**config.mk**
```make
export PLATFORM = sky130hd
export DESIGN_NAME = load_store_unit
export DESIGN_NICKNAME = d
export VERILOG_FILES = /design/src/rtl/load_store_unit_pkg.sv /design/src/rtl/load_store_unit_lane_align.sv /design/src/rtl/load_store_unit.sv
export SDC_FILE = /design/constraint.sdc
export NUM_CORES = 1
export LEC_CHECK = 0
export CAP_MARGIN = 20
export CORE_MARGIN = 4
export CORE_UTILIZATION = 40
export DETAILED_ROUTE_END_ITERATION = 12
export PLACE_DENSITY = 0.7
export SYNTH_ARGS = -nofsm -noshare
export SYNTH_HDL_FRONTEND = slang
export SYNTH_SLANG_ARGS = --single-unit
```
**constraint.sdc**
```tcl
create_clock -name clk -period 2.75 [get_ports clk]
set_clock_uncertainty 0.2 [all_clocks]
set_input_delay 0.6875 -clock clk [delete_from_list [all_inputs] [get_ports clk]]
set_output_delay 0.6875 -clock clk [all_outputs]
set_load 0.05 [all_outputs]
```
**src/rtl/load_store_unit_pkg.sv**
```systemverilog
// Shared types and constants for the load/store unit:
// FSM state encoding, access-size encoding and default memory depth.
package load_store_unit_pkg;

    localparam int DEPTH_WORDS = 64;

    localparam logic [1:0] SZ_BYTE = 2'b00;
    localparam logic [1:0] SZ_HALF = 2'b01;
    localparam logic [1:0] SZ_WORD = 2'b10;

    typedef enum logic [1:0] {
        ST_IDLE,
        ST_ACCESS,
        ST_MERGE,
        ST_RESP
    } lsu_state_e;

endpackage

```
**src/rtl/load_store_unit_lane_align.sv**
```systemverilog
// Byte-lane alignment for the load/store unit: load extract/extend and
// store merge. Ports: size/is_unsigned/offset select the lane; ld_word in,
// ld_data out (extended); st_old + st_data in, st_word out (merged).
module lsu_lane_align
    import load_store_unit_pkg::*;
(
    input  logic [1:0]  size,
    input  logic        is_unsigned,
    input  logic [1:0]  offset,
    input  logic [31:0] ld_word,
    input  logic [31:0] st_old,
    input  logic [15:0] st_data,
    output logic [31:0] ld_data,
    output logic [31:0] st_word
);

    logic [4:0]  lane_sh;
    logic [7:0]  ld_byte;
    logic [15:0] ld_half;

    always_comb begin
        lane_sh = {offset, 3'b000};
        ld_byte = 8'(ld_word >> lane_sh);
        ld_half = offset[1] ? ld_word[31:16] : ld_word[15:0];
        ld_data = ld_word;
        st_word = st_old;
        unique case (1'b1)
            size == SZ_BYTE: begin
                ld_data = is_unsigned ? {24'b0, ld_byte}
                                      : {{24{ld_byte[7]}}, ld_byte};
                st_word = (st_old & ~(32'h0000_00FF << lane_sh))
                        | (32'(st_data[7:0]) << lane_sh);
            end
            size == SZ_HALF: begin
                ld_data = is_unsigned ? {16'b0, ld_half}
                                      : {{16{ld_half[15]}}, ld_half};
                st_word = offset[1] ? {st_data, st_old[15:0]}
                                    : {st_old[31:16], st_data};
            end
            default: begin
                ld_data = ld_word;
                st_word = st_old;
            end
        endcase
    end

endmodule

```
**src/rtl/load_store_unit.sv**
```systemverilog
// Load/store unit: accepts one CPU request at a time, accesses a word
// memory (read-modify-write for byte/half stores) and returns a response.
// Ports: req_* request handshake, rsp_* response handshake, mem_* memory.
module load_store_unit #(
    parameter int DEPTH_WORDS = load_store_unit_pkg::DEPTH_WORDS,
    parameter int AW          = 6
) (
    input  logic          clk,
    input  logic          reset_n,
    input  logic          req_valid,
    output logic          req_ready,
    input  logic          req_write,
    input  logic [1:0]    req_size,
    input  logic          req_unsigned,
    input  logic [31:0]   req_addr,
    input  logic [31:0]   req_wdata,
    output logic          rsp_valid,
    input  logic          rsp_ready,
    output logic [31:0]   rsp_rdata,
    output logic          rsp_error,
    output logic [AW-1:0] mem_addr,
    output logic [31:0]   mem_wdata,
    output logic          mem_we,
    input  logic [31:0]   mem_rdata
);
    import load_store_unit_pkg::*;

    lsu_state_e    state_q;
    lsu_state_e    state_d;
    logic          r_write;
    logic [1:0]    r_size;
    logic          r_unsigned;
    logic [1:0]    r_off;
    logic [AW-1:0] r_widx;
    logic [31:0]   r_wdata;
    logic [31:0]   word_q;
    logic [31:0]   rdata_q;
    logic          err_q;
    logic          req_err;
    logic [31:0]   ld_data;
    logic [31:0]   st_word;

    lsu_lane_align u_align (
        .size        (r_size),
        .is_unsigned (r_unsigned),
        .offset      (r_off),
        .ld_word     (mem_rdata),
        .st_old      (word_q),
        .st_data     (r_wdata[15:0]),
        .ld_data     (ld_data),
        .st_word     (st_word)
    );

    always_comb begin
        req_err = 1'b0;
        unique case (1'b1)
            req_size == SZ_BYTE: req_err = 1'b0;
            req_size == SZ_HALF: req_err = req_addr[0];
            req_size == SZ_WORD: req_err = |req_addr[1:0];
            default:             req_err = 1'b1;
        endcase
        if ({2'b00, req_addr[31:2]} >= 32'(DEPTH_WORDS))
            req_err = 1'b1;
    end

    always_comb begin
        state_d = state_q;
        unique case (state_q)
            ST_IDLE:
                if (req_valid)
                    state_d = req_err ? ST_RESP : ST_ACCESS;
            ST_ACCESS:
                // sub-word stores need the old word before writing
                if (r_write && r_size != SZ_WORD)
                    state_d = ST_MERGE;
                else
                    state_d = ST_RESP;
            ST_MERGE:
                state_d = ST_RESP;
            ST_RESP:
                if (rsp_ready)
                    state_d = ST_IDLE;
            default:
                state_d = ST_IDLE;
        endcase
    end

    always_ff @(posedge clk or negedge reset_n) begin
        if (!reset_n) begin
            state_q    <= ST_IDLE;
            r_write    <= 1'b0;
            r_size     <= 2'b00;
            r_unsigned <= 1'b0;
            r_off      <= 2'b00;
            r_widx     <= '0;
            r_wdata    <= 32'b0;
            word_q     <= 32'b0;
            rdata_q    <= 32'b0;
            err_q      <= 1'b0;
        end else begin
            state_q <= state_d;
            case (state_q)
                ST_IDLE:
                    if (req_valid) begin
                        r_write    <= req_write;
                        r_size     <= req_size;
                        r_unsigned <= req_unsigned;
                        r_off      <= req_addr[1:0];
                        r_widx     <= req_addr[AW+1:2];
                        r_wdata    <= req_wdata;
                        rdata_q    <= 32'b0;
                        err_q      <= req_err;
                    end
                ST_ACCESS: begin
                    word_q <= mem_rdata;
                    if (!r_write)
                        rdata_q <= ld_data;
                end
                ST_RESP:
                    if (rsp_ready) begin
                        rdata_q <= 32'b0;
                        err_q   <= 1'b0;
                    end
                default: ;
            endcase
        end
    end

    always_comb begin
        req_ready = (state_q == ST_IDLE);
        rsp_valid = (state_q == ST_RESP);
        rsp_rdata = rdata_q;
        rsp_error = err_q;
        mem_addr  = '0;
        mem_wdata = 32'b0;
        mem_we    = 1'b0;
        if (state_q == ST_ACCESS) begin
            mem_addr = r_widx;
            if (r_write && r_size == SZ_WORD) begin
                mem_we    = 1'b1;
                mem_wdata = r_wdata;
            end
        end else if (state_q == ST_MERGE) begin
            mem_addr  = r_widx;
            mem_we    = 1'b1;
            mem_wdata = st_word;
        end
    end

endmodule

```
# After elaboration in Yosys (flattened, before gate mapping)
# Index checks and enable logic that the tools add are counted.
[classes] n_shift=3 n_lt_le_gt_ge=1 n_reduce_logical=12 bitwise_logic=3 muxes=28 n_eq_ne=11
[op_table] cell="$mux 32" count=9
[op_table] cell="$pmux 32 s2" count=2
[op_table] cell="$pmux 32 s3" count=1
[op_table] cell="$and 32x32->32" count=1
[op_table] cell="$not 32->32" count=1
[op_table] cell="$or 32x32->32" count=1
[op_table] cell="$shl 8x5->32" count=1
[op_table] cell="$shl 8x5->32 const A" count=1
[op_table] cell="$shr 32x5->8" count=1
[op_table] cell="$ge 30x7->1 const B" count=1
[op_table] cell="$mux 16" count=1
[op_table] cell="$mux 6" count=2
[op_table] cell="$eq 2x2->1 const B" count=4
[op_table] cell="$pmux 2 s4" count=1
[op_table] cell="$mux 1" count=7
[op_table] cell="$eq 2x1->1 const B" count=3
[op_table] cell="$logic_not 2->1" count=3
[op_table] cell="$mux 2" count=3
[op_table] cell="$ne 2x2->1 const B" count=3
[op_table] cell="$reduce_and 2->1" count=2
[op_table] cell="$reduce_and 4->1" count=1
[op_table] cell="$pmux 1 s3" count=1
[op_table] cell="$reduce_and 3->1" count=1
[op_table] cell="$reduce_bool 3->1" count=1
[op_table] cell="other kinds (5)" count=6
[totals] out_inout_bits=74 register_bits=111 in_bits=104

# Logic depth before layout (Yosys ltp)
[depth] depth_word=7 ltp_mapped=8 mapped_depth_nobuf=6

# By module
# A second synthesis with hierarchy kept.
[hier_totals] cells_unflattened=598 area_unflattened_um2=6331.1
[by_module_without_submodules] mod="load_store_unit" area_each_um2=4909.7 seq_area_each_um2=2777.7 instances=1 cells_each=387
[by_module_without_submodules] mod="lsu_lane_align" area_each_um2=1421.4 seq_area_each_um2=0.0 instances=1 cells_each=211

# Worst setup path before layout
# No wires, ideal clock.
[synth_path] kind="register to output" startpoint="register state_q[1]" endpoint="output mem_wdata[24]" arrival_time_ns=2.537 stages_incl_launch_ff=8 required_ns=1.862 setup_slack_ns=-0.675 path_cell_list="dfrtp_1 > inv_1 > ha_1 > buf_2 > nor2b_1 > clkbuf_1 > o221ai_1 > o21ai_0"
[synth_between] elab_chain_cells=3
[synth_rtl] element="from (decl)" line="load_store_unit.sv:28" text="lsu_state_e state_q;"
[synth_rtl] element="from (signal assigned)" line="load_store_unit.sv:101" text="state_q <= state_d;"
[synth_rtl] element="$eq 2x2->1" line="load_store_unit.sv:143" text="end else if (state_q == ST_MERGE) begin"
[synth_rtl] element="$mux 32" line="load_store_unit.sv:143"
[synth_rtl] element="$mux 32 *" line="load_store_unit.sv:137" text="if (state_q == ST_ACCESS) begin"
[synth_rtl] element="to (decl)" line="load_store_unit.sv:22" text="output logic [31:0] mem_wdata,"
# Every way passes the cells marked *; elsewhere a longest branch is shown, timed or not.

# Final worst setup path
[layout_path] startpoint="register r_size[1]" endpoint="output mem_wdata[19]"
[layout_between] elab_chain_cells=4
[layout_rtl] element="from (decl)" line="load_store_unit.sv:31" text="logic [1:0] r_size;"
[layout_rtl] element="from (signal assigned)" line="load_store_unit.sv:106" text="r_size <= req_size;"
[layout_rtl] element="$eq 2x1->1, or another cell as far along" line="load_store_unit_lane_align.sv:34" text="size == SZ_HALF: begin"
[layout_rtl] element="$pmux 32 s2 or $logic_and 1x1->1 (tied branches)" line="load_store_unit_lane_align.sv:27, load_store_unit.sv:139"
[layout_rtl] element="$mux 32, on equally long branches" line="load_store_unit.sv:143, load_store_unit.sv:139"
[layout_rtl] element="$mux 32 *" line="load_store_unit.sv:137"
# Marks and branches as above.

==> key figures <==
Run status
  • Status: complete, but fails checks
  • Failing checks: setup timing

Synthesis
  • Post-synth net total: 643
  • Ys async rst share: 100%
  • Combinational family with the most area after synthesis: compound AO/OA/AOI/OAI gates
  • Simple-gate share of the synthesized area: 11.1%
  • Number of synthesized flops with an enable pin: 0
  • Sequential share of the synthesized area: 47.3%
  • Post-Synthesis Cells: 535
  • Syn_area_per_cell: 11.0 um2
  • Mapped Area: 5870 um2
  • Yosys cell types: 54
  • Post-synthesis xor/xnor area fraction: 0%
  • Yosys warns: 0
  • Top_reg_cell synth: dfrtp_1
  • Multiplexer area fraction after synthesis: 17.3%
  • Synth Area in Adders: 0.853%
  • Yosys reg bits: 111
  • Synth Area in Compound Gates: 19.4%

STA
  • Setup Viol. Count Final: 33
  • Worst-margin pin slew: 720 ps
  • Hold violation total from the final report: 0
  • Setup ws final: -249 ps
  • Slew Limit Fails: 0
  • Fmax: 0.333 GHz
  • RSZ-0062 raised after global routing: yes
  • Slew margin rel.: 52.0%
  • Crit share post-route: 109%
  • Min Tclk post-route: 3000 ps

Power and ir drop
  • Leak: 3.93 nW
  • Pwr Density: 1360 nW/um2
  • VDD IR max: 0.000756 V

Clock network
  • Clock slew at reported path FFs: 90 ps
  • Root buffer cell: clkbuf_16
  • Clock buffer depth: 2
  • Clock latency on the worst-skew pair: 350 ps
  • CTS tree: built
  • Hold-fix buffers at CTS: 0
  • Max H-tree Level: 3
  • Clock sink total: 111
  • TritonCTS Buffers: 9

Cells and area
  • Number of diodes: 0
  • Most frequent cells in the layout: clkdlybuf4s50_1 (135), dfrtp_1 (108), mux2_2 (85)
  • Layout cells sized above 1: 41.6%
  • Total Nets Final: 868
  • Most common cell after layout, fill and taps aside: clkdlybuf4s50_1
  • Fillers: 1092
  • Synth-to-layout area growth: 65.0%
  • Finished Core Util: 66.9%

Drt
  • TritonRoute pass-1 iters: 5
  • Number of remaining DRC errors: 0
  • WL final: 21000 um
  • DRT antenna net count: 0
  • Vias per cell: 5.77
  • DR iter-0 viols: 416
  • Vias post-DR: 5476
  • Drt wl/cell: 22.1 um

Critical path
  • Crit path required time: 1860 ps
  • CP startpoint kind: register
  • Max stage delay on crit path: 430 ps
  • Crit-path leading delay family: buffers and inverters
  • Critical path peak fanout: 21
  • Worst Setup End Kind: primary output
  • CP max-delay cell: dfrtp_2
  • Worst Path Arrival: 2110 ps
  • CP bufs+invs: 5
  • Crit path kind: reg2out
  • Worst-path cell chain: buf_8 -> inv_1 -> nor3_4 -> buf_6 -> bufbuf_16 -> nand2_1 -> o21ai_2 -> buf_12

Placement
  • Gpl congestion: 0.899
  • Post-Place Setup Slack: -179 ps
  • IO buf count: 177
  • Detail Placement HPWL: 15300 um

Global route
  • First-pass GRT wire length: 32300 um
  • Antenna violations before repair: 0
  • Gr ovfl total: 0
  • GRT Total Usage: 25.1%
  • Largest net degree at the start of global routing: 46
  • Vias in the first global route: 5708

Die
  • Die Y: 129 um
  • Core ar.: 14500 um2
  • Row count: 44
  • DIE AREA: 16700 um2
  • Io pins: 178
  • Initial core utilization: 40.5%
  • Die Width: 129 um

Run
  • Count of maximum capacitance violations: 0

Worst hold path
  • Min-Delay Path Class: in2async
==> cells in the mapped netlist (2+ instances only) <==
| cell | n | area [um2] |
|---|---|---|
| a2111oi_0 | 5 | 43.8 |
| a21oi_1 | 25 | 125 |
| a221o_1 | 16 | 160 |
| a22o_1 | 10 | 87.6 |
| a22oi_1 | 2 | 15.0 |
| a311oi_1 | 5 | 43.8 |
| a32o_1 | 3 | 30.0 |
| a32oi_1 | 7 | 61.3 |
| and2_1 | 7 | 43.8 |
| and3_1 | 5 | 31.3 |
| buf_1 | 4 | 15.0 |
| buf_2 | 17 | 85.1 |
| buf_6 | 3 | 33.8 |
| clkbuf_1 | 11 | 41.3 |
| dfrtp_1 | 111 | 2780 |
| ha_1 | 4 | 50.1 |
| inv_1 | 14 | 52.6 |
| mux2_2 | 85 | 957 |
| mux2_4 | 2 | 30.0 |
| mux2i_1 | 3 | 30.0 |
| nand2_1 | 40 | 150 |
| nand2b_1 | 7 | 43.8 |
| nor2_1 | 24 | 90.1 |
| nor2b_1 | 11 | 68.8 |
| nor3_1 | 16 | 80.1 |
| nor4_1 | 7 | 43.8 |
| o211ai_1 | 4 | 30.0 |
| o21a_1 | 6 | 45.0 |
| o21ai_0 | 33 | 165 |
| o21ba_2 | 7 | 70.1 |
| o221a_2 | 2 | 22.5 |
| o221ai_1 | 8 | 70.1 |
| o22ai_1 | 7 | 43.8 |
| o31ai_1 | 2 | 15.0 |
| or2_2 | 2 | 12.5 |
| or3_1 | 2 | 12.5 |
==> sequential cells by signal, indices dropped and copies added, names as in the netlist <==
register and cells:
r_off 2, r_size 2, r_unsigned 1, r_wdata 32
r_widx 6, r_write 1, rsp_error 1, rsp_rdata 32
state_q 2, word_q 32
==> layer usage <==
| layer | vias to the layer above | part of all wire, % | GRT usage (%) |
|---|---|---|---|
| li1 | 2467 | - | - |
| met1 | 2737 | 41 | 33.0 |
| met2 | 242 | 49 | 41.1 |
| met3 | 30 | 7.7 | 6.27 |
| met4 | 0 | 2.1 | 7.66 |
| met5 | - | 0 | 0 |
==> cell type report <==
cell class              instances  area, um2  share of cell area (%)
clock inverters                 7       86.3                   0.891
well taps                     184        230                    2.38
clock buffers                   9        225                    2.32
flip-flops and latches        111       2780                    28.7
repair buffers                250       2930                    30.2
multi-input cells             374       3390                    35.0
inverters                      14       52.6                   0.542
==> metrics by stage <==
step / area (um2) / total power, mW / std cells / setup TNS, ps / hold WS, ps
2_1_floorplan: 6010 / 7.58 / 535 / -768 / 192
3_3_place_gp: 8710 / 10.7 / 913 / -1750 / 263
3_5_place_dp: 8710 / 10.8 / 913 / -4390 / 276
4_1_cts: 9590 / 12.9 / 941 / -5940 / 110
5_1_grt: 9690 / 13.7 / 949 / -8580 / 131
6_report: 9690 / 13.1 / 949 / -6300 / 90.4
==> kinds of logic (layout without fill, tap and decap cells) <==
| logic type | count (synthesis) | count (layout) |
|---|---|---|
| AO/OA/AOI/OAI | 152 | 152 |
| adder cells (fa/ha/maj) | 4 | 4 |
| buffers and inverters | 50 | 280 |
| flip-flops | 111 | 111 |
| multiplexers | 90 | 90 |
| AND/OR/NAND/NOR | 128 | 128 |
==> worst paths after layout <==
kind | startpoint | cells after the start | slack (ps) | end
setup / recovery | r_size[1]$_DFFE_PN0P_ | 8 | -250 | mem_wdata[19]
hold / removal | reset_n | 1 | 90 | rsp_rdata[20]$_DFFE_PN0P_
setup reg to reg | state_q[0]$_DFFE_PN0P_ | 9 | 290 | rsp_rdata[21]$_DFFE_PN0P_
hold reg to reg | rsp_rdata[13]$_DFFE_PN0P_ | 2 | 290 | rsp_rdata[13]$_DFFE_PN0P_
max in group asynchronous | reset_n | 2 | 1630 | r_size[1]$_DFFE_PN0P_
min in group clk | rsp_rdata[13]$_DFFE_PN0P_ | 2 | 290 | rsp_rdata[13]$_DFFE_PN0P_
==> what timing repair did <==
action	4_1_cts	5_1_grt
setup endpoints to repair	42	33
gates resized for setup	87	12
setup buffers	8	8
pin swaps	13	8
cloned	4	0
==> power breakdown <==
group	leakage, nW	switching (mW)	internal [mW]
sequential	1.37	0.671	2.41
combinational	2.41	4.71	3.96
clock	0.156	0.664	0.731
total	3.93	6.04	7.10
Power figures use the tool's default switching activity.
